### src/rtl/bcd_pkg.sv
// bcd_pkg: shared constants and state encoding for the binary-to-BCD converter
package bcd_pkg;
  localparam int DW = 4;
  localparam int W_DEF = 10;
  localparam int NDIG_DEF = 4;
  localparam int LIM_DEF = 999;
  typedef enum logic [1:0] {S_IDLE, S_SHIFT, S_DONE} state_t;
endpackage

### src/rtl/bcd_add3.sv
// bcd_add3: digit correction step, adds 3 to a BCD digit of 5 or more before it is doubled
module bcd_add3
  import bcd_pkg::*;
(
  input  logic [DW-1:0] d,
  output logic [DW-1:0] q
);
  assign q = d >= DW'(5) ? d + DW'(3) : d;
endmodule

### src/rtl/bin_to_bcd_seq.sv
// bin_to_bcd_seq: iterative double-dabble binary to packed BCD converter, one bit per clock
module bin_to_bcd_seq
  import bcd_pkg::*;
#(
  parameter int W = W_DEF,
  parameter int NDIG = NDIG_DEF,
  parameter int LIM = LIM_DEF
) (
  input  logic               clk,
  input  logic               rst_n,
  input  logic               start,
  input  logic [W-1:0]       bin,
  output logic               busy,
  output logic               done,
  output logic [DW*NDIG-1:0] bcd,
  output logic               ovf3
);
  localparam int AW = DW * NDIG;
  localparam int CW = W > 1 ? $clog2(W) : 1;
  state_t state, state_n;
  logic [CW-1:0] cnt;
  logic [W-1:0] sh;
  logic [AW-1:0] acc, adj, acc_nx;
  logic ovf3_n, last;
  genvar i;
  for (i = 0; i < NDIG; i++) begin : g_dig
    bcd_add3 u_add3 (.d(acc[DW*i +: DW]), .q(adj[DW*i +: DW]));
  end
  assign acc_nx = {adj[AW-2:0], sh[W-1]};
  assign last = cnt == CW'(W - 1);
  // State register
  always_ff @(posedge clk or negedge rst_n) begin
    if (!rst_n) state <= S_IDLE;
    else state <= state_n;
  end
  // Next state and handshake outputs; only IDLE accepts a start
  always_comb begin
    state_n = state == S_IDLE ? (start ? S_SHIFT : S_IDLE) :
              state == S_SHIFT ? (last ? S_DONE : S_SHIFT) : S_IDLE;
    busy = state != S_IDLE;
    done = state == S_DONE;
  end
  // Datapath: capture operand on accept, correct and shift while converting, publish on final shift
  always_ff @(posedge clk or negedge rst_n) begin
    if (!rst_n) begin
      sh <= '0;
      acc <= '0;
      cnt <= '0;
      ovf3_n <= 1'b0;
      bcd <= '0;
      ovf3 <= 1'b0;
    end else if (state == S_IDLE && start) begin
      sh <= bin;
      acc <= '0;
      cnt <= '0;
      ovf3_n <= bin > W'(LIM);
    end else if (state == S_SHIFT) begin
      sh <= sh << 1;
      acc <= acc_nx;
      cnt <= cnt + 1'b1;
      if (last) begin
        bcd <= acc_nx;
        ovf3 <= ovf3_n;
      end
    end
  end
endmodule
### config.mk
export PLATFORM = sky130hd
export DESIGN_NAME = bin_to_bcd_seq
export DESIGN_NICKNAME = d
export VERILOG_FILES = /design/src/rtl/bcd_pkg.sv /design/src/rtl/bcd_add3.sv /design/src/rtl/bin_to_bcd_seq.sv
export SDC_FILE = /design/constraint.sdc
export NUM_CORES = 1
export LEC_CHECK = 0
export ABC_AREA = 1
export CORE_MARGIN = 3
export CORE_UTILIZATION = 40
export CTS_BUF_LIST = sky130_fd_sc_hd__clkbuf_16
export CTS_CLUSTER_DIAMETER = 150
export DETAILED_ROUTE_END_ITERATION = 10
export SLEW_MARGIN = 10
export SYNTH_ARGS = -nofsm -noshare
export SYNTH_HDL_FRONTEND = slang
export SYNTH_SLANG_ARGS = --single-unit
### constraint.sdc
create_clock -name clk -period 1.4 [get_ports clk]
set_input_delay 0.28 -clock clk [delete_from_list [all_inputs] [get_ports clk]]
set_output_delay 0.28 -clock clk [all_outputs]
set_load 0.01 [all_outputs]
# Word-level counts from Yosys, hierarchy flattened
# Index checks and enable logic that the tools add are counted.
# word_totals
regBits	50
latchBits	0
mem_bits_rw	0
rom_bits	0
output_inout_bits	19
wordCells	40
memories	0
# op_classes
n_addsub	5
multipliers	0
div	0
order_cmp	5
n_eq_ne	3
shift	0
muxes	14
n_bitwise	1
reduce_logical	5
# op_table
cell	count
2-to-1 mux 16 bit	2
2-to-1 mux 10 bit	2
2-to-1 mux 4 bit	5
>= comparator 4 x 3 -> 1 bit (second input constant)	4
adder 4 x 2 -> 4 bit (second input constant)	3
greater-than comparator 10 bit (second input constant)	1
2-to-1 mux 2 bit	3
adder 4 x 1 -> 4 bit (second input constant)	1
equality test 4 bit (second input constant)	1
nonzero test 2 bit	2
adder 3 x 2 -> 3 bit (second input constant)	1
2-to-1 mux 3 bit	1
AND reduction 3 bit	1
equality test 2 x 1 -> 1 bit (second input constant)	1
equality test 2 bit (second input constant)	1
zero test 2 bit	1
logical AND 1 bit	1
2-to-1 mux 1 bit	1
inverter 1 bit	1

# Logic depth before layout (Yosys ltp)
# Gate-level depths: netlist (run 1).
# depth
word_depth	4
depth_mapped	9
ltp_nobuf	8

# Hierarchy
# Synthesis (run 1) repeated with hierarchy kept, for this count alone.
# unflattened
hier_cells	325
area_unflattened_um2	2568.7
# modules_own_cells
mod	n_inst	cells_each	area_per_inst_um2	seq_area_each_um2
bin_to_bcd_seq	1	233	2028.2	1251.2
bcd_add3	4	23	135.1	0.0

# Worst setup path after synthesis (run 1)
# OpenSTA, ideal clock, no wires.
# synth_path
path_kind	reg-to-reg
from	register cnt[1]
to	register bcd[15]
setup_time_ps	127
arrival_ps	1095
required_time_ps	1273
path_slack_ps	178
path_stages_with_launch	9
cell_sequence	dfrtp_1 inv_1 ha_1 nand2_1 nor2_1 nand2_2 buf_2 nand2_1 o21ai_0
# synth_via
elab_chain_len	2
# synth_lines
item	line	text
start: declaration	bin_to_bcd_seq.sv:21	logic [CW-1:0] cnt;
start signal: assignment	bin_to_bcd_seq.sv:60	cnt <= cnt + 1'b1;
equality test 4 bit	bin_to_bcd_seq.sv:30	assign last = cnt == CW'(W - 1);
AND reduction 3 bit (no line)	-	
end signal: assignment	bin_to_bcd_seq.sv:62	bcd <= acc_nx;
end: declaration	bin_to_bcd_seq.sv:15	output logic [DW*NDIG-1:0] bcd,
# No other way between the ends.
# A chain may end at the register's enable or synchronous reset.

# Worst setup path in the final report (run 1)
# layout_path
from	register state[1]
to	output port done
# layout_via
elab_chain_len	1
# layout_lines
item	line	text
start: declaration	bin_to_bcd_seq.sv:20	state_t state, state_n;
start signal: assignment	bin_to_bcd_seq.sv:34	else state <= state_n;
equality test 2 bit	bin_to_bcd_seq.sv:41	done = state == S_DONE;
end: declaration	bin_to_bcd_seq.sv:14	output logic done,
# No other way between the ends.

==> results.yml, run 1 <==
cts:
  cts_max_level: 2
  cts_max_path_buffers: 2
  clkSinkCount: 50
  cts.root.buffer_cell: "clkbuf_16"
  clk_latency_ns: 0.28
  cts_tree: "yes"
  cts-buffers-inserted: 5
  clk_pin_slew_worst_paths_ns: 0.06
sta:
  rsz0062_at_grt: "no"
  clock_skew_ns: 0.003382
  tightest_slew_ns: 0.3284
  post-route-period-util_pct: 95.79
  tns_ns: 0
  maxSlewHeadroom_pct: 77.88
  slew_viol_final: 0
  finalSetupViolCount: 0
  clock.fmax_ghz: 0.7457
  hold_violations: 0
  period_minus_slack_ns: 1.341
critical_path:
  r2r-start: "cnt[1]"
  cp_top_family: "flip-flops"
  critPathMaxStageDelay_ns: 0.40
  required_ns: 1.12
  worst_setup_path_start_kind: "flip-flop"
  crit_buf_inv: 2
  cp-end-kind: "primary output"
  cpMaxStageDelayCell: "dfrtp_1"
  cp-startpoint: "state[1]"
  criticalPathCategory: "reg2out"
  crit_chain: "inv_2 -> nor2_1 -> dlygate4sd2_1"
  cp_max_fo: 2
  cp_data_arrival_time_ns: 1.06
grt:
  grt_pass1_wl_mm: 8.556
  grt_util_all_layers_pct: 14.61
  antenna_found_initial: 0
  grt_max_degree: 51
  overflow: 0
  grt_pass1_vias: 1915
power:
  power.density_mw_per_mm2: 2298
  leakagePower_nw: 1.634
  p_sw_mw: 2.979
  seq_power_share_pct: 36.0
  p_int_mw: 4.126
  peakVddDrop_mv: 1.139
  combPwrFrac_pct: 48.0
  pwr-share-clk_pct: 16.0
  switching_share_pct: 41.93
finish:
  synthToLayoutAreaGrowth_pct: 22.51
  finalNetCount: 358
  nFillCells: 590
  drive_gt1_share_pct: 16.07
  fin_area_mm2: 0.003092
  diodes: 0
detailed_routing:
  drc: 0
  vias_per_cell: 4.915
  drtIter0Drc: 65
  drt-total-wl_mm: 5.021
  num_vias: 2020
  postRouteAntennaNets: 0
  wl_per_cell_um: 12.22
  dr.pass1.iters: 4
floorplanning:
  core-area_mm2: 0.006026
  die_h_um: 85.43
  start_util_pct: 41.88
  die_area_mm2: 0.007298
  std_cell_rows: 28
  ios: 32
  die_w_um: 85.43
outcome:
  outcome: "finished clean"
synthesis:
  synth_edf_count: 0
  synth.most_common_cell: "nand2_1"
  yosysSeqAreaShare_pct: 49.58
  synth_seq_cells: 50
  yosys.area_share.adder_pct: 4.958
  async_reset_ff_share_pct: 100.0
  synth-simple-area-share_pct: 33.12
  synth.area.mux_share_pct: 0
  synth_compound_area_share_pct: 4.958
  netlist_area_mm2: 0.002524
  yosysUniqueCellTypes: 24
  syn-num-nets: 317
  yosys.area.top_type_share_pct: 49.58
  synth_area_leader_cell: "dfrtp_1"
  synth_xor_area_share_pct: 0
  synthCells: 294
  synth_top_family_by_area: "simple AND/OR/NAND/NOR gates"
  synthTopCellsByCount: "102 x nand2_1, 50 x dfrtp_1, 32 x nand3_1"
  synthFlopType: "dfrtp_1"
  yosysWarnings: 0
  syn_avg_cell_area_um2: 8.584
  synth_area_leaders: "dfrtp_1 50%, nand2_1 15%, nand3_1 6.3%"
worst_hold_path:
  hp-class: "reg2reg"
  hold_start: "sh[0]"
place:
  post_dp_cell_area_mm2: 0.002923
  io_buffers: 31
  routabilityCongestion: 0.8555
  post-dp-hpwl_mm: 3.442
job:
  max-cap-violations: 0
==> per-stage QoR <==
stage               utilization [%]  instances  hold WS [ns]  power [mW]  setup WS [ns]
floorplan                         -        294      -0.01559       5.027         0.1776
global placement              48.50        399        0.2920       6.031        0.04114
detailed placement            48.50        399        0.2926       6.101        0.03239
CTS                           50.71        409        0.4836       7.123        0.03305
global route                  51.31        411        0.4964       7.777       0.001361
finish                        51.31        411        0.4742       7.105        0.05892
==> worst register-to-register path, stage by stage (launching register included) <==
cell	delay (ns)
dfrtp_1	0.39
inv_1	0.08
ha_1	0.14
nand2_1	0.06
nor2_2	0.11
nand2_2	0.09
buf_6	0.18
o21ai_0	0.18
==> area by class of cell <==
type	instances	area, um2	share of cell area (%)
sequential	50	1251	40.47
clock buffer	5	125.1	4.047
multi-input combinational	210	1106	35.77
clock inverter	3	12.51	0.4047
tap	75	93.84	3.035
inverter	25	103.9	3.359
timing repair buffer	43	399.1	12.91
==> flip-flops by register name (all words and copies together) (netlist names) <==
signal  flops
ovf3        1
ovf3_n      1
sh         10
bcd        16
cnt         4
state       2
acc        16
==> layer usage <==
| layer | vias to the layer above | global-route usage (%) | part of all wire, % | routed length [um] |
|---|---|---|---|---|
| li1 | 1046 | - | - | - |
| met1 | 931 | 19.40 | 49 | 2455 |
| met2 | 41 | 23.66 | 47 | 2344 |
| met3 | 2 | 3.107 | 3.8 | 190 |
| met4 | 0 | 5.036 | 0.62 | 31 |
| met5 | - | 0 | 0 | 0 |
==> power groups by stage <==
stage | Clock [mW] | Sequential [mW] | Combinational [mW]
after floorplan | 0 | 2.61 | 2.42
after global placement | 0 | 2.58 | 3.45
after detailed placement | 0 | 2.59 | 3.51
after CTS | 1.19 | 2.56 | 3.38
after global routing | 1.22 | 2.65 | 3.92
final | 1.14 | 2.56 | 3.41
==> cells by family after synthesis <==
logic type | count (synthesis)
compound gates | 23
simple gates | 177
buf+inv | 34
flops | 50
fa+ha+maj | 10
==> cells in the final DEF, fill, tap and decap left out, types with 5 or more instances in the layout <==
cell / count
nand2_1: 102
dfrtp_1: 50
nand3_1: 29
inv_1: 20
dlygate4sd2_1: 18
nand2_2: 13
o21ai_0: 11
nand3_2: 11
clkdlybuf4s50_1: 11
nor2_1: 9
nand4_1: 9
ha_1: 9
buf_4: 8
o22ai_1: 6
clkbuf_16: 5
==> timing repair <==
action | in CTS | in global routing
hold buffers | 1 | 0
pin swaps | 1 | 0
hold endpoints to repair | 50 | 0
endpoints found under the setup margin | 19 | 26
gates resized for setup | 20 | 12
setup buffers | 1 | 2
==> worst paths after layout <==
path,end,slack (ns),cells past startpoint
max,done,0.06,3
min,sh[0],0.47,2
max reg2reg,bcd[15],0.09,7
min reg2reg,sh[0],0.47,2
max in group asynchronous,acc[0],0.65,3
min in group asynchronous,bcd[14],0.51,3
No activity file was read; power rests on OpenSTA's default activity.
==> run 2: changes to the inputs <==
--- a/config.mk
+++ b/config.mk
@@ -12,3 +12,5 @@
 export CTS_CLUSTER_DIAMETER = 150
+export CTS_CLUSTER_SIZE = 10
 export DETAILED_ROUTE_END_ITERATION = 10
+export DONT_BUFFER_PORTS = 1
 export SLEW_MARGIN = 10
--- a/constraint.sdc
+++ b/constraint.sdc
@@ -3,2 +3,2 @@
 set_output_delay 0.28 -clock clk [all_outputs]
-set_load 0.01 [all_outputs]
+set_load 0.05 [all_outputs]
==> run 2 against run 1 <==
The run now ends with hold timing left. Critical path depth decreased by 1. Largest cell class unchanged. Sequential power increased by 31%. Highest routed layer unchanged. Core utilization decreased by 5.4 points. Clock power about the same. Cell count decreased by 8.3%. Design area decreased by 11%. Die area unchanged. Clock skew increased by 0.0027 ns.
==> results.yml, run 2 (synthesized netlist as in run 1, its figures left out) <==
cts:
  cts_max_path_buffers: 2
  cts-buffers-inserted: 5
  cts_tree: "yes"
  clk_latency_ns: 0.28
  cts_max_level: 2
  clk_pin_slew_worst_paths_ns: 0.06
  clkSinkCount: 50
  cts.root.buffer_cell: "clkbuf_16"
power:
  p_int_mw: 3.829
  combPwrFrac_pct: 39.3
  power.density_mw_per_mm2: 2688
  p_sw_mw: 3.604
  peakVddDrop_mv: 1.051
  seq_power_share_pct: 45.2
  pwr-share-clk_pct: 15.5
  leakagePower_nw: 1.442
  switching_share_pct: 48.49
floorplanning:
  ios: 32
  start_util_pct: 41.88
  die_area_mm2: 0.007298
  std_cell_rows: 28
  core-area_mm2: 0.006026
  die_h_um: 85.43
  die_w_um: 85.43
sta:
  rsz0062_at_grt: "yes"
  holdWs_ns: -0.3137
  finalSetupViolCount: 0
  slew_viol_final: 0
  post-route-period-util_pct: 98.84
  hold_violations: 50
  clock_skew_ns: 0.006040
  period_minus_slack_ns: 1.384
  clock.fmax_ghz: 0.7227
  tightest_slew_ns: 0.5140
  setup_slack_ns: 0.01629
  maxSlewHeadroom_pct: 65.73
finish:
  regArea_mm2: 0.001251
  synthToLayoutAreaGrowth_pct: 9.569
  finalCoreUtilization_pct: 45.89
  finalNetCount: 324
  top_regs: "acc (16), bcd (16), sh (10)"
  mostFrequentLayoutCell: "nand2_1"
  multi_input_area_mm2: 0.001104
  drive_gt1_share_pct: 16.56
  diodes: 0
  layout_common_cells: "102 x nand2_1, 50 x dfrtp_1, 29 x nand3_1"
  nFillCells: 614
detailed_routing:
  wl_per_cell_um: 12.50
  drt-total-wl_mm: 4.714
  postRouteAntennaNets: 0
  drc: 0
  vias_per_cell: 5.013
  drtIter0Drc: 84
  num_vias: 1890
  dr.pass1.iters: 5
critical_path:
  cp-end-kind: "primary output"
  cp_data_arrival_time_ns: 1.10
  criticalPathCategory: "reg2out"
  cp_max_fo: 3
  required_ns: 1.12
  worst_setup_path_start_kind: "flip-flop"
grt:
  top_usage_layer: "met2"
  antenna_found_initial: 0
  grt_use_met3_pct: 3.398
  grt_pass1_vias: 1866
  grtUsageMet1_pct: 18.97
  grt_util_all_layers_pct: 14.10
  grt_pass1_wl_mm: 8.307
  grt_max_degree: 51
  use_met2_pct: 22.95
  overflow: 0
place:
  routabilityCongestion: 0.8145
  io_buffers: 0
  pre_cts_slack_ns: 0.06162
  post-dp-hpwl_mm: 3.386
outcome:
  outcome: "finished, violations left"
  violations: "hold timing"
job:
  max-cap-violations: 0
worst_hold_path:
  hp-class: "in2async"
-- run 2: per-stage QoR --
step	instances	power, mW	TNS (ns)	cell area, um2	hold slack [ns]
after floorplan	294	5.748	0	2524	-0.01559
after global routing	377	8.128	-0.02480	2765	-0.3258
after global placement	368	6.248	0	2592	-0.01434
final	377	7.432	0	2765	-0.3137
after detailed placement	368	6.306	0	2592	-0.01435
after CTS	376	7.500	0	2734	-0.3205
-- run 2: repair_timing --
| action | CTS | global route |
|---|---|---|
| setup endpoints to repair | 0 | 25 |
| setup buffers | 0 | 1 |
| endpoints found under the hold margin | 50 | 50 |
| gates resized for setup | 0 | 10 |
-- run 2: path summary, 6_finish.rpt --
kind	startpoint	end	cells after the start	slack (ns)
worst max-delay path	state[0]	busy	2	0.02
worst min-delay path	rst_n	acc[13]	0	-0.31
worst max register to register	acc[5]	bcd[6]	8	0.12
worst min register to register	sh[0]	sh[0]	2	0.48
max in group asynchronous	rst_n	cnt[0]	0	1.63
min in group clk	bin[0]	sh[0]	2	0.12
-- run 2: layout make-up --
| type | instances | share of cell area (%) |
|---|---|---|
| Sequential cell | 50 | 45.25 |
| Timing Repair Buffer | 9 | 2.579 |
| Multi-Input combinational cell | 210 | 39.91 |
| Inverter | 25 | 3.756 |
| Clock inverter | 3 | 0.5882 |
| Tap cell | 75 | 3.394 |
| Clock buffer | 5 | 4.525 |
-- run 2: routing by layer --
metal | part of all wire (%) | up-vias
met5 | 0 | -
met4 | 0.85 | 0
met3 | 5.5 | 5
met2 | 46 | 35
met1 | 47 | 882
li1 | - | 968
-- run 2: worst max-delay path: stages, from the launching register on --
cell and delay (ns):
dfrtp_1 0.41, nor2_2 0.18, inv_1 0.24
-- run 2: power by group through the flow --
stage | registers, mW | logic (mW) | clock network (mW)
after global routing | 3.46 | 3.41 | 1.25
after detailed placement | 3.40 | 2.91 | 0
final | 3.36 | 2.92 | 1.15
after floorplan | 3.28 | 2.46 | 0
after CTS | 3.38 | 2.92 | 1.20
after global placement | 3.39 | 2.86 | 0
